$ cat config.mk
export PLATFORM = sky130hd
export DESIGN_NAME = vec_issue_queue
export DESIGN_NICKNAME = d
export VERILOG_FILES = /design/src/rtl/vec_issue_queue.sv
export SDC_FILE = /design/constraint.sdc
export NUM_CORES = 1
export LEC_CHECK = 0
export CAP_MARGIN = 20
export CORE_MARGIN = 2
export CORE_UTILIZATION = 60
export DETAILED_ROUTE_END_ITERATION = 16
export GPL_TIMING_DRIVEN = 0
export PLACE_DENSITY_LB_ADDON = 0.12
export SYNTH_ARGS = -nofsm -noshare
export SYNTH_HDL_FRONTEND = slang
export SYNTH_SLANG_ARGS = --single-unit
$ cat constraint.sdc
create_clock -name clk -period 5.1 [get_ports clk]
set_input_delay 0.51 -clock clk [delete_from_list [all_inputs] [get_ports clk]]
set_output_delay 0.51 -clock clk [all_outputs]
set_load 0.02 [all_outputs]
$ cat src/rtl/vec_issue_queue.sv
// Issue queue between the scalar core and the vector datapath. It buffers
// {inst, rs1, rs2}, issues one at a time, and flags non-vector and stuck instructions.
module vec_issue_queue #(
  parameter int XLEN    = 32,
  parameter int DEPTH   = 4,
  parameter int TIMEOUT = 1024
) (
  input  logic                   clk,
  input  logic                   reset,
  input  logic                   inst_valid,
  input  logic [XLEN-1:0]        inst_in,
  input  logic [XLEN-1:0]        rs1_in,
  input  logic [XLEN-1:0]        rs2_in,
  output logic                   inst_ready,
  input  logic                   flush,
  output logic                   issue_valid,
  output logic [XLEN-1:0]        issue_inst,
  output logic [XLEN-1:0]        issue_rs1,
  output logic [XLEN-1:0]        issue_rs2,
  input  logic                   is_vec,
  input  logic                   inst_done,
  output logic                   busy,
  output logic [$clog2(DEPTH):0] queue_count,
  output logic                   illegal_inst,
  output logic                   timeout_err
);
  localparam int PW = $clog2(DEPTH);
  localparam int CW = PW + 1;
  localparam int TW = $clog2(TIMEOUT) + 1;
  localparam logic [CW-1:0] FULL = CW'(DEPTH);
  localparam logic [TW-1:0] LAST = TW'(TIMEOUT - 1);

  typedef enum logic {IDLE, EXEC} state_t;
  state_t state_q, state_d;

  logic [XLEN-1:0] mem_inst [DEPTH];
  logic [XLEN-1:0] mem_rs1  [DEPTH];
  logic [XLEN-1:0] mem_rs2  [DEPTH];
  logic [PW-1:0]   wr_ptr, rd_ptr;
  logic [CW-1:0]   count;
  logic [TW-1:0]   cyc_cnt;
  logic            first_cycle;
  logic            push, load, illegal_d, timeout_d;

  // Handshake: a push happens on inst_valid && inst_ready; ready uses the
  // registered count only, so a same-cycle pop never makes room for a push.
  assign inst_ready  = (count < FULL) && !flush;
  assign push        = inst_valid && inst_ready;
  assign issue_valid = (state_q == EXEC);
  assign busy        = issue_valid || (count != '0);
  assign queue_count = count;

  always_comb begin
    state_d   = state_q;
    load      = 1'b0;
    illegal_d = 1'b0;
    timeout_d = 1'b0;
    case (state_q)
      IDLE: begin
        if (!flush && count != '0) begin
          load    = 1'b1;
          state_d = EXEC;
        end
      end
      EXEC: begin
        if (flush) begin
          state_d = IDLE;
        end else if (first_cycle && !is_vec) begin
          illegal_d = 1'b1;
          state_d   = IDLE;
        end else if (inst_done) begin
          if (count != '0) load = 1'b1;
          else             state_d = IDLE;
        end else if (cyc_cnt == LAST) begin
          timeout_d = 1'b1;
          state_d   = IDLE;
        end
      end
      default: state_d = IDLE;
    endcase
  end

  always_ff @(posedge clk) begin
    if (push) begin
      mem_inst[wr_ptr] <= inst_in;
      mem_rs1[wr_ptr]  <= rs1_in;
      mem_rs2[wr_ptr]  <= rs2_in;
    end
  end

  always_ff @(posedge clk or negedge reset) begin
    if (!reset) begin
      wr_ptr <= '0;
      rd_ptr <= '0;
      count  <= '0;
    end else if (flush) begin
      wr_ptr <= '0;
      rd_ptr <= '0;
      count  <= '0;
    end else begin
      if (push) wr_ptr <= wr_ptr + 1'b1;
      if (load) rd_ptr <= rd_ptr + 1'b1;
      count <= count + CW'(push) - CW'(load);
    end
  end

  // The issue registers only change on a load, so the datapath sees them frozen in EXEC.
  always_ff @(posedge clk or negedge reset) begin
    if (!reset) begin
      state_q      <= IDLE;
      issue_inst   <= '0;
      issue_rs1    <= '0;
      issue_rs2    <= '0;
      cyc_cnt      <= '0;
      first_cycle  <= 1'b0;
      illegal_inst <= 1'b0;
      timeout_err  <= 1'b0;
    end else begin
      state_q      <= state_d;
      illegal_inst <= illegal_d;
      timeout_err  <= timeout_d;
      first_cycle  <= load;
      if (load) begin
        issue_inst <= mem_inst[rd_ptr];
        issue_rs1  <= mem_rs1[rd_ptr];
        issue_rs2  <= mem_rs2[rd_ptr];
        cyc_cnt    <= '0;
      end else if (state_q == EXEC && cyc_cnt != '1) begin
        cyc_cnt <= cyc_cnt + 1'b1;
      end
    end
  end
endmodule

==> impl_results.md <==
- Outcome: finished, final reports clean
- CP Class: register to output port
- Routed via count: 8775
- Drt total wl: roughly 35000 um
- Port-buffer cells: approximately 200
- Pins Over Slew Limit: 0
- IO Count: slightly above 200
- GRT overflow: 0
- Crit path max fanout: 5
- Post-DRT Antenna Nets: 0
- Min Tclk post-route: approximately 2.5 ns
- Seq. cell area: 14500 um2
- Combinational Power Share: between 30% and 40%
- Num rows: 64
- Peak VDD IR: about 0.00039 V
- Most frequent cells after synthesis: 384 x edfxtp_1, 118 x dfrtp_1, 96 x mux4_2, 77 x mux2_2, 17 x mux2_4
- Largest net degree at the start of global routing: about 70
- TritonCTS clock tree: done
- Switching Share: between 20% and 30%
- Final setup TNS: 0 ns
- Fin. Hold Viols: 0
- Slew @ Worst Pin: ~0.80 ns
- Clk buf depth: 3
- # fillers: approximately 1800
- Final worst path period share: 48.9%
- Die Y: between 150 and 200 um
- Sequential area share after synthesis: 77.6%
- GP Congestion: between 0.7 and 0.8
- Synth top area share: between 60% and 70%
- Pint: between 9 and 10 mW
- Ys flop type: edfxtp_1
- Synth Instances: 830
- Area Overhead vs Synth: 22.7%
- Sw power: 3.48 mW
- Share of flip-flops with an asynchronous set or reset: 23.5%
- Htree depth: 2
- Worst R2R Path Depth: 3
- Crit-path cells: nor3_2, nand2_1, clkdlybuf4s50_1
- Mean Syn Cell Area: 22.5 um2
- CP Data Arrival Time: roughly 2 ns
- Dpl hpwl: between 20000 and 25000 um
- Hold path depth: 2
- Synth Register Bits: 502
- Antenna violations before repair: 4
- Starting Density: roughly 61%
- Met2 usage: 37.3%
- Area leader, netlist: edfxtp_1
- Tightest Hold Check Type: input pin to register
- Layout net count: approximately 1200
- Avg Vias per Cell: approximately 5.7
- Remaining DRCs: 0
- Startpoint Class: register
- Unrepaired setup endpoints after global routing: false
- Post-synthesis cell area: around 19000 um2
- Cell with the most instances after synthesis: edfxtp_1
- CP Capture Type: output port
- P_leak: around 8 nW
- Reg-to-reg startpoint: queue_count[2]$_DFF_PN0_
- Routed len/inst: around 23 um
- Drt first-iter violations: between 500 and 600
- Global routing's busiest layer: met2
- Clock net sink count: around 500
- Clk pwr share: 27.1%
- Vias in the first global route: between 9000 and 10000
- Clock Latency Late Sink: approximately 0.55 ns
- Resize count post-CTS: 0
- Hold Startpoint: flush
- MaxCap Viol Count: 0
- Die width: approximately 180 um
- Post-layout power: about 13 mW
- Ys Warns: 0
- Placeable Area: slightly above 30000 um2
- Count of flip-flops with a built-in enable after synthesis: 384
- WHS Endpoint: queue_count[0]$_DFF_PN0_
- Crit-path slowest cell: clkdlybuf4s50_1
- Met3 Usage GRT: under 10%
- Multi-input gate area: around 3900 um2
- Share of layout cells above drive strength 1: between 20% and 30%
- Pwr dens: 546 nW/um2
- Required @ worst endpoint: 4.59 ns
- Fmax: approximately 400 MHz
- Clock slew at the register clock pins of the worst setup and hold paths: around 0.06 ns
- Final setup skew: 0.0167 ns
- Detailed Routing Iterations Pass 1: 5
- First-pass GRT wire length: ~54000 um
- All-Layer GR Usage: between 20% and 30%
- # setup viols final: 0
- FF-to-FF setup slack: about 2.7 ns
- Reg2reg end: mem_rs2[3][21]$_DFFE_PP_
- Cts bufs inserted: 49
- Top cells by area, synth: edfxtp_1 62%, dfrtp_1 16%, mux4_2 12%, mux2_2 4.6%, mux2_4 1.4%
- Root buf cell: clkbuf_16
- Max stage delay on crit path: roughly 0.57 ns
- Grt met1 use: 28.8%
- Synth Net Count: 939
- Register share of total power: around 43%
- Relative slew slack: around 47%
- Post-synth cell types: between 40 and 50
- Die Footprint: approximately 33000 um2
[power groups by stage]
stage	clock network, mW	logic, mW	registers [mW]
after floorplan	0	1.87	5.87
after global placement	0	3.76	5.43
after detailed placement	0	3.84	5.41
after CTS	3.45	3.86	5.35
after global routing	3.63	4.03	5.40
final	3.39	3.78	5.34
[per-layer routing]
layer  routed length (um)  share of wire (%)  vias up
li1                     -                  -     3899
met1                14000                 40     4604
met2                17900                 51      227
met3                 2450                7.0       41
met4                  520                1.5        4
met5                   23              0.066        -
[worst max path at each step]
stage | startpoint | depth (start not counted) | endpoint | slack [ns]
after floorplan | flush | 3 | mem_inst[0][0]$_DFFE_PP_ | 1.57
after global placement | reset | 1 | issue_rs2[9]$_DFFE_PN0P_ | -2.08
after detailed placement | inst_valid | 4 | mem_rs1[0][4]$_DFFE_PP_ | 2.16
after CTS | queue_count[2]$_DFF_PN0_ | 3 | busy | 2.57
after global routing | queue_count[2]$_DFF_PN0_ | 3 | busy | 2.51
final | queue_count[2]$_DFF_PN0_ | 3 | busy | 2.60
[worst max-delay path, delay by kind of cell, from the launching register on]
kind,cells,cell delay [ns]
buffers and inverters,1,0.57
AND/OR/NAND/NOR,2,0.41
flip-flops,1,0.46
[state kept, by name (all words and copies together), names as in the netlist, 3 cells and up]
register and count:
cyc_cnt 11, issue_inst 32, issue_rs1 32, issue_rs2 32, mem_inst 128, mem_rs1 128
mem_rs2 128, queue_count 3
[area by class of cell]
cell class                      count  share of cell area (%)
Inverter                           10                   0.197
Clock inverter                     17                   0.475
Buffer                             38                    1.10
Antenna cell                        1                  0.0109
Sequential cell                   502                    63.2
Multi-Input combinational cell    280                    17.0
Timing Repair Buffer              211                    9.65
Clock buffer                       72                    6.12
Tap cell                          396                    2.16
[cells in the final DEF (no fill, tap or decap), types with 6 or more instances in the layout]
cell type	n
clkbuf_1	23
mux2_4	17
clkbuf_16	49
buf_2	16
ha_1	6
dfrtp_1	118
clkinv_2	9
edfxtp_1	384
buf_4	9
mux2_2	77
nor2_1	11
clkbuf_8	9
clkdlybuf4s50_1	203
nand2_1	10
inv_1	9
a21oi_1	7
mux4_2	96
[cells by family after synthesis]
group	synth area share, %
flops	77.6
mux	17.7
simple gates	1.47
buf+inv	1.60
compound gates	0.838
fa+ha+maj	0.509
xor+xnor	0.282
[stage by stage]
stage / area (um2) / hold WS, ns / instances / util (%) / setup slack [ns]
global placement: 21200 / 0.469 / 1430 / 69.3 / -2.08
CTS: 22900 / 0.244 / 1526 / 74.9 / 2.57
finish: 22900 / 0.273 / 1527 / 74.9 / 2.60
global route: 22900 / 0.261 / 1527 / 74.9 / 2.51
detailed placement: 21400 / 0.484 / 1436 / 69.9 / 2.16
floorplan: 18700 / 0.214 / 830 / - / 1.57
[repair_timing]
action,CTS,global route
setup buffers,0,0
endpoints found under the hold margin,48,0
hold buffers,1,0
Note: power is estimated with default switching activity, not from simulation.
==> edit 1, RTL diff (same flow settings) <==
The output `timeout_err` loses its register stage (`timeout_err` becomes a continuous assignment).
--- a/src/rtl/vec_issue_queue.sv
+++ b/src/rtl/vec_issue_queue.sv
@@ -114,11 +114,9 @@
       cyc_cnt      <= '0;
       first_cycle  <= 1'b0;
       illegal_inst <= 1'b0;
-      timeout_err  <= 1'b0;
     end else begin
       state_q      <= state_d;
       illegal_inst <= illegal_d;
-      timeout_err  <= timeout_d;
       first_cycle  <= load;
       if (load) begin
         issue_inst <= mem_inst[rd_ptr];
@@ -130,5 +128,7 @@
       end
     end
   end
+
+  assign timeout_err = timeout_d;
 endmodule
 
Function: same outputs for any inputs over 4 cycles, from zero or initial values and one cycle with reset low; that may be too few to reach the edited logic, so the function may still have changed.
==> edit 1 against the unedited design <==
Final area grew 0.20%. Routed wire length grew 0.58%. Count of clock-buffer cells in the layout grew 2. Sequential share of layout area shrank 0.23 points. Sequential cell count shrank 1. Area after synthesis shrank 0.13%. Synthesized cell count shrank 0.12%. Clock skew shrank 3.9 ps. Setup slack lost 540 ps. Via count grew 1.1%. Clock power grew 5%. Total power grew 1.4%. Core utilization grew 0.15 points.
==> edit 1: results (changes against the unedited design) <==
HPWL after detailed placement=20700 microns (-2.3%); via count of the routed design=8873 (+1.1%); status=finished, final reports clean; Syn Nets=938 (-0.11%); commonest cells in the netlist=384 x edfxtp_1, 117 x dfrtp_1, 96 x mux4_2; gpl congestion=0.749 (-0.93%); post-synthesis sequential area ratio=77.6% (about the same); maximum vdd drop=0.367 mV (-6.2%); largest net degree at the start of global routing=73 (+2.8%); WP data arrival=2530 ps (+540 ps); worst-path fanout max=4 (-1); drt via density=5.81 (+1.1%); async set or reset register ratio after synthesis=23.4% (-0.15 points); Placed Cells=1434 (-0.14%); Mapped Avg Cell Area=22.5 sq um (about the same); share of layout cells above drive strength 1=26.9% (+0.15 points); actual slew at the worst max-slew pin=834 ps (+37.8 ps); total global-route track usage=22.1% (+0.22 points); initial antenna violation count=2 (-2); global-route wire length before repair=55000 microns (+1.4%); r2r setup slk=2690 ps (-30 ps); main area contributors after synthesis=edfxtp_1 62%, dfrtp_1 16%, mux4_2 12%; Final Net Count=1199 (-0.17%); leak pwr=7.89 nW (+0.36%); period utilization=59.5% (+11 points)
[edit 1: final timing paths]
check / start / endpoint / cells past startpoint
setup / recovery: cyc_cnt[0]$_DFFE_PN0P_ / timeout_err / 5
hold / removal: flush / queue_count[1]$_DFF_PN0_ / 2
setup reg to reg: queue_count[2]$_DFF_PN0_ / mem_rs2[0][17]$_DFFE_PP_ / 3
hold reg to reg: issue_inst[19]$_DFFE_PN0P_ / issue_inst[19]$_DFFE_PN0P_ / 1
max in group asynchronous: reset / issue_inst[3]$_DFFE_PN0P_ / 3
min in group asynchronous: reset / issue_inst[30]$_DFFE_PN0P_ / 2
[edit 1: logic make-up (layout without fill, tap and decap cells)]
kind of cell    Yosys count  after routing  synth area share (%)
xor+xnor                  6              6                 0.282
compound gates           23             23                 0.839
mux                     192            192                  17.7
fa+ha+maj                 7              7                 0.510
other cells               0              1                     0
flops                   501            501                  77.6
buf+inv                  48            350                  1.60
simple gates             52             52                  1.47
[edit 1: power breakdown]
part	total [mW]	switching (mW)	internal [mW]
clock network	3.55	1.45	2.09
logic	3.80	1.76	2.03
registers	5.33	0.299	5.03
total	12.7	3.52	9.16
[edit 1: area by class of cell]
type,count,area [sq um]
tap,396,495
clock inverter,18,169
buffer,38,253
inverter,10,45.0
antenna,1,2.50
sequential,501,14500
fill,1731,7640
multi-input combinational,280,3910
timing repair buffer,210,2190
clock buffer,74,1430
[edit 1: timing repair]
| action | 4_1_cts | 5_1_grt |
|---|---|---|
| hold buffers | 1 | 0 |
| hold endpoints to repair | 45 | 0 |
| resized for setup | 0 | 0 |
| setup buffers | 0 | 0 |
[edit 1: worst max-delay path: cells and delay by family, from the launching register on]
family / cells / cell delay [ps]
buffers and inverters: 1 / 650
flip-flops: 1 / 420
adder cells (fa/ha/maj): 1 / 230
AND/OR/NAND/NOR: 3 / 680
[edit 1: per-stage QoR]
stage,hold slack [ps],util [%],cell area [sq um],TNS (ps)
2_1_floorplan,214,-,18600,0
3_3_place_gp,475,69.2,21200,-564910
3_5_place_dp,492,69.8,21300,0
4_1_cts,223,75.0,22900,0
5_1_grt,251,75.0,22900,0
6_report,238,75.0,23000,0
[edit 1: per-layer routing]
metal	up-vias	part of all wire [%]	GRT usage [%]
li1	3895	-	-
met1	4689	42	31.1
met2	237	50	36.0
met3	52	6.7	5.42
met4	0	1.6	4.97
met5	-	0	0
==> edit 2, RTL diff (same flow settings) <==
Made on the original files. `XLEN`: 32 -> 36.
--- a/src/rtl/vec_issue_queue.sv
+++ b/src/rtl/vec_issue_queue.sv
@@ -1,7 +1,7 @@
 // Issue queue between the scalar core and the vector datapath. It buffers
 // {inst, rs1, rs2}, issues one at a time, and flags non-vector and stuck instructions.
 module vec_issue_queue #(
-  parameter int XLEN    = 32,
+  parameter int XLEN    = 36,
   parameter int DEPTH   = 4,
   parameter int TIMEOUT = 1024
 ) (
Interface: changed (6 resized); port bits go from 206 to 230. The function was not compared with the original's and may differ.
==> edit 2 against the unedited design <==
Sequential cell count is 60 higher. Combinational power up 7.7%. Total power up 12%. Setup slack got worse by 78 ps. Global-route usage increased by 0.31 points. Final area up 12%. Routed wire length increased by 12%. Via count rose by 11%. Area after synthesis is 11% higher. Final cell count increased by 12%. Critical path type unchanged. Largest power group unchanged.
==> edit 2: results (changes against the unedited design) <==
status=finished, final reports clean; async set or reset register ratio after synthesis=23.1% (-0.37 points); leak pwr=8.75 nW (+11%); clock buffer depth=3 (unchanged); EDFF count, synth=432 (+13%); post-synthesis sequential area ratio=78.1% (+0.48 points); met3 wire len=2620 microns (+6.9%); CP endpoint=inst_ready; largest net degree at the start of global routing=76 (+7.0%); total global-route track usage=22.2% (+0.31 points); Max Clock Freq=389 MHz (-3.0%); main area contributors after synthesis=edfxtp_1 62%, dfrtp_1 16%, mux4_2 12%; Clock Skews=9.21 ps (-7.52 ps); final instance count without filler cells=1713 (+12%); H-tree levels=2 (unchanged); commonest cells in the netlist=432 x edfxtp_1, 130 x dfrtp_1, 108 x mux4_2; share of layout cells above drive strength 1=26.9% (+0.15 points); post-synthesis adder-cell area fraction=0.458% (-0.052 points); drt via density=5.70 (-0.76%); cells on worst reg2reg path=4 (+1); Routed WL=39100 microns (+12%); global-route wire length before repair=60100 microns (+11%); Clk Latency, worst-skew pair=560 ps; post-synthesis mux area share=17.8% (+0.069 points); Synth Area in Compound Gates=0.686% (-0.15 points); worst stage delay on the critical path=710 ps (+140 ps); CP startpoint=queue_count[2]$_DFF_PN0_; Netlist cell types=46 (+12%); worst rel slew slack=38.3% (-8.7 points); reg2reg end=issue_inst[4]$_DFFE_PN0P_; HPWL after detailed placement=23400 microns (+10%); maximum vdd drop=0.413 mV (+5.6%); r2r setup slk=2570 ps (-150 ps); Syn Nets=1034 (+10%); vias in the first global route=10554 (+12%); WP data arrival=2060 ps (+70 ps); min-delay worst type=primary input to asynchronous set/reset pin; synthesized instance count=913 (+10%); worst-path fanout max=6 (+1); WL met1=15600 microns (+11%); Hold WS=501 ps (+228 ps); initial antenna violation count=6 (+2); reg2reg start=rd_ptr[0]$_DFFE_PN0P_; pre-CTS setup slack=2140 ps (-20.7 ps); Placed Cells=1605 (+12%); critical path's top delay family=buffers and inverters; Synth Area in XOR/XNOR=0.379% (+0.098 points); gpl congestion=0.738 (-2.4%); Placed Area=23900 sq um (+12%); Final Net Count=1329 (+11%); met2 WL=19800 microns (+11%); Clk pin slew, worst setup/hold paths=60 ps (about the same); largest registers=mem_inst: 144 flops, mem_rs1: 144 flops, mem_rs2: 144 flops; Port Buffers=229 (+12%); CTS Buf Count=55 (+12%); drt initial violations=516 (-7.7%)
edit 2: cell count changes after synthesis, sizes merged, moves of 4 or more:
cell | unedited run | this run
buf | 29 | 24
inv | 10 | 6
mux2 | 96 | 108
nor2 | 11 | 15
dfrtp | 118 | 130
clkbuf | 9 | 15
mux4 | 96 | 108
edfxtp | 384 | 432
nand2 | 10 | 5
edit 2: final cells by class:
cell class                 instances  area, sq um
multi-input combinational        306         4320
fill                            1906         8590
antenna                            4         10.0
inverter                           6         30.0
tap                              455          569
clock buffer                      88         1670
timing repair buffer             238         2520
sequential                       562        16200
clock inverter                    15          123
buffer                            39          226
edit 2: per-layer routing:
metal	up-vias	GRT usage (%)
li1	4326	-
met1	5093	28.7
met2	273	37.7
met3	73	5.39
met4	4	6.98
met5	-	0
edit 2: power by group:
group          total (mW)  switching, mW  leakage, nW  internal (mW)
registers            5.97          0.328         5.48           5.64
logic                4.07           1.90         2.38           2.17
clock network        3.93           1.59        0.883           2.34
total                14.0           3.82         8.75           10.1
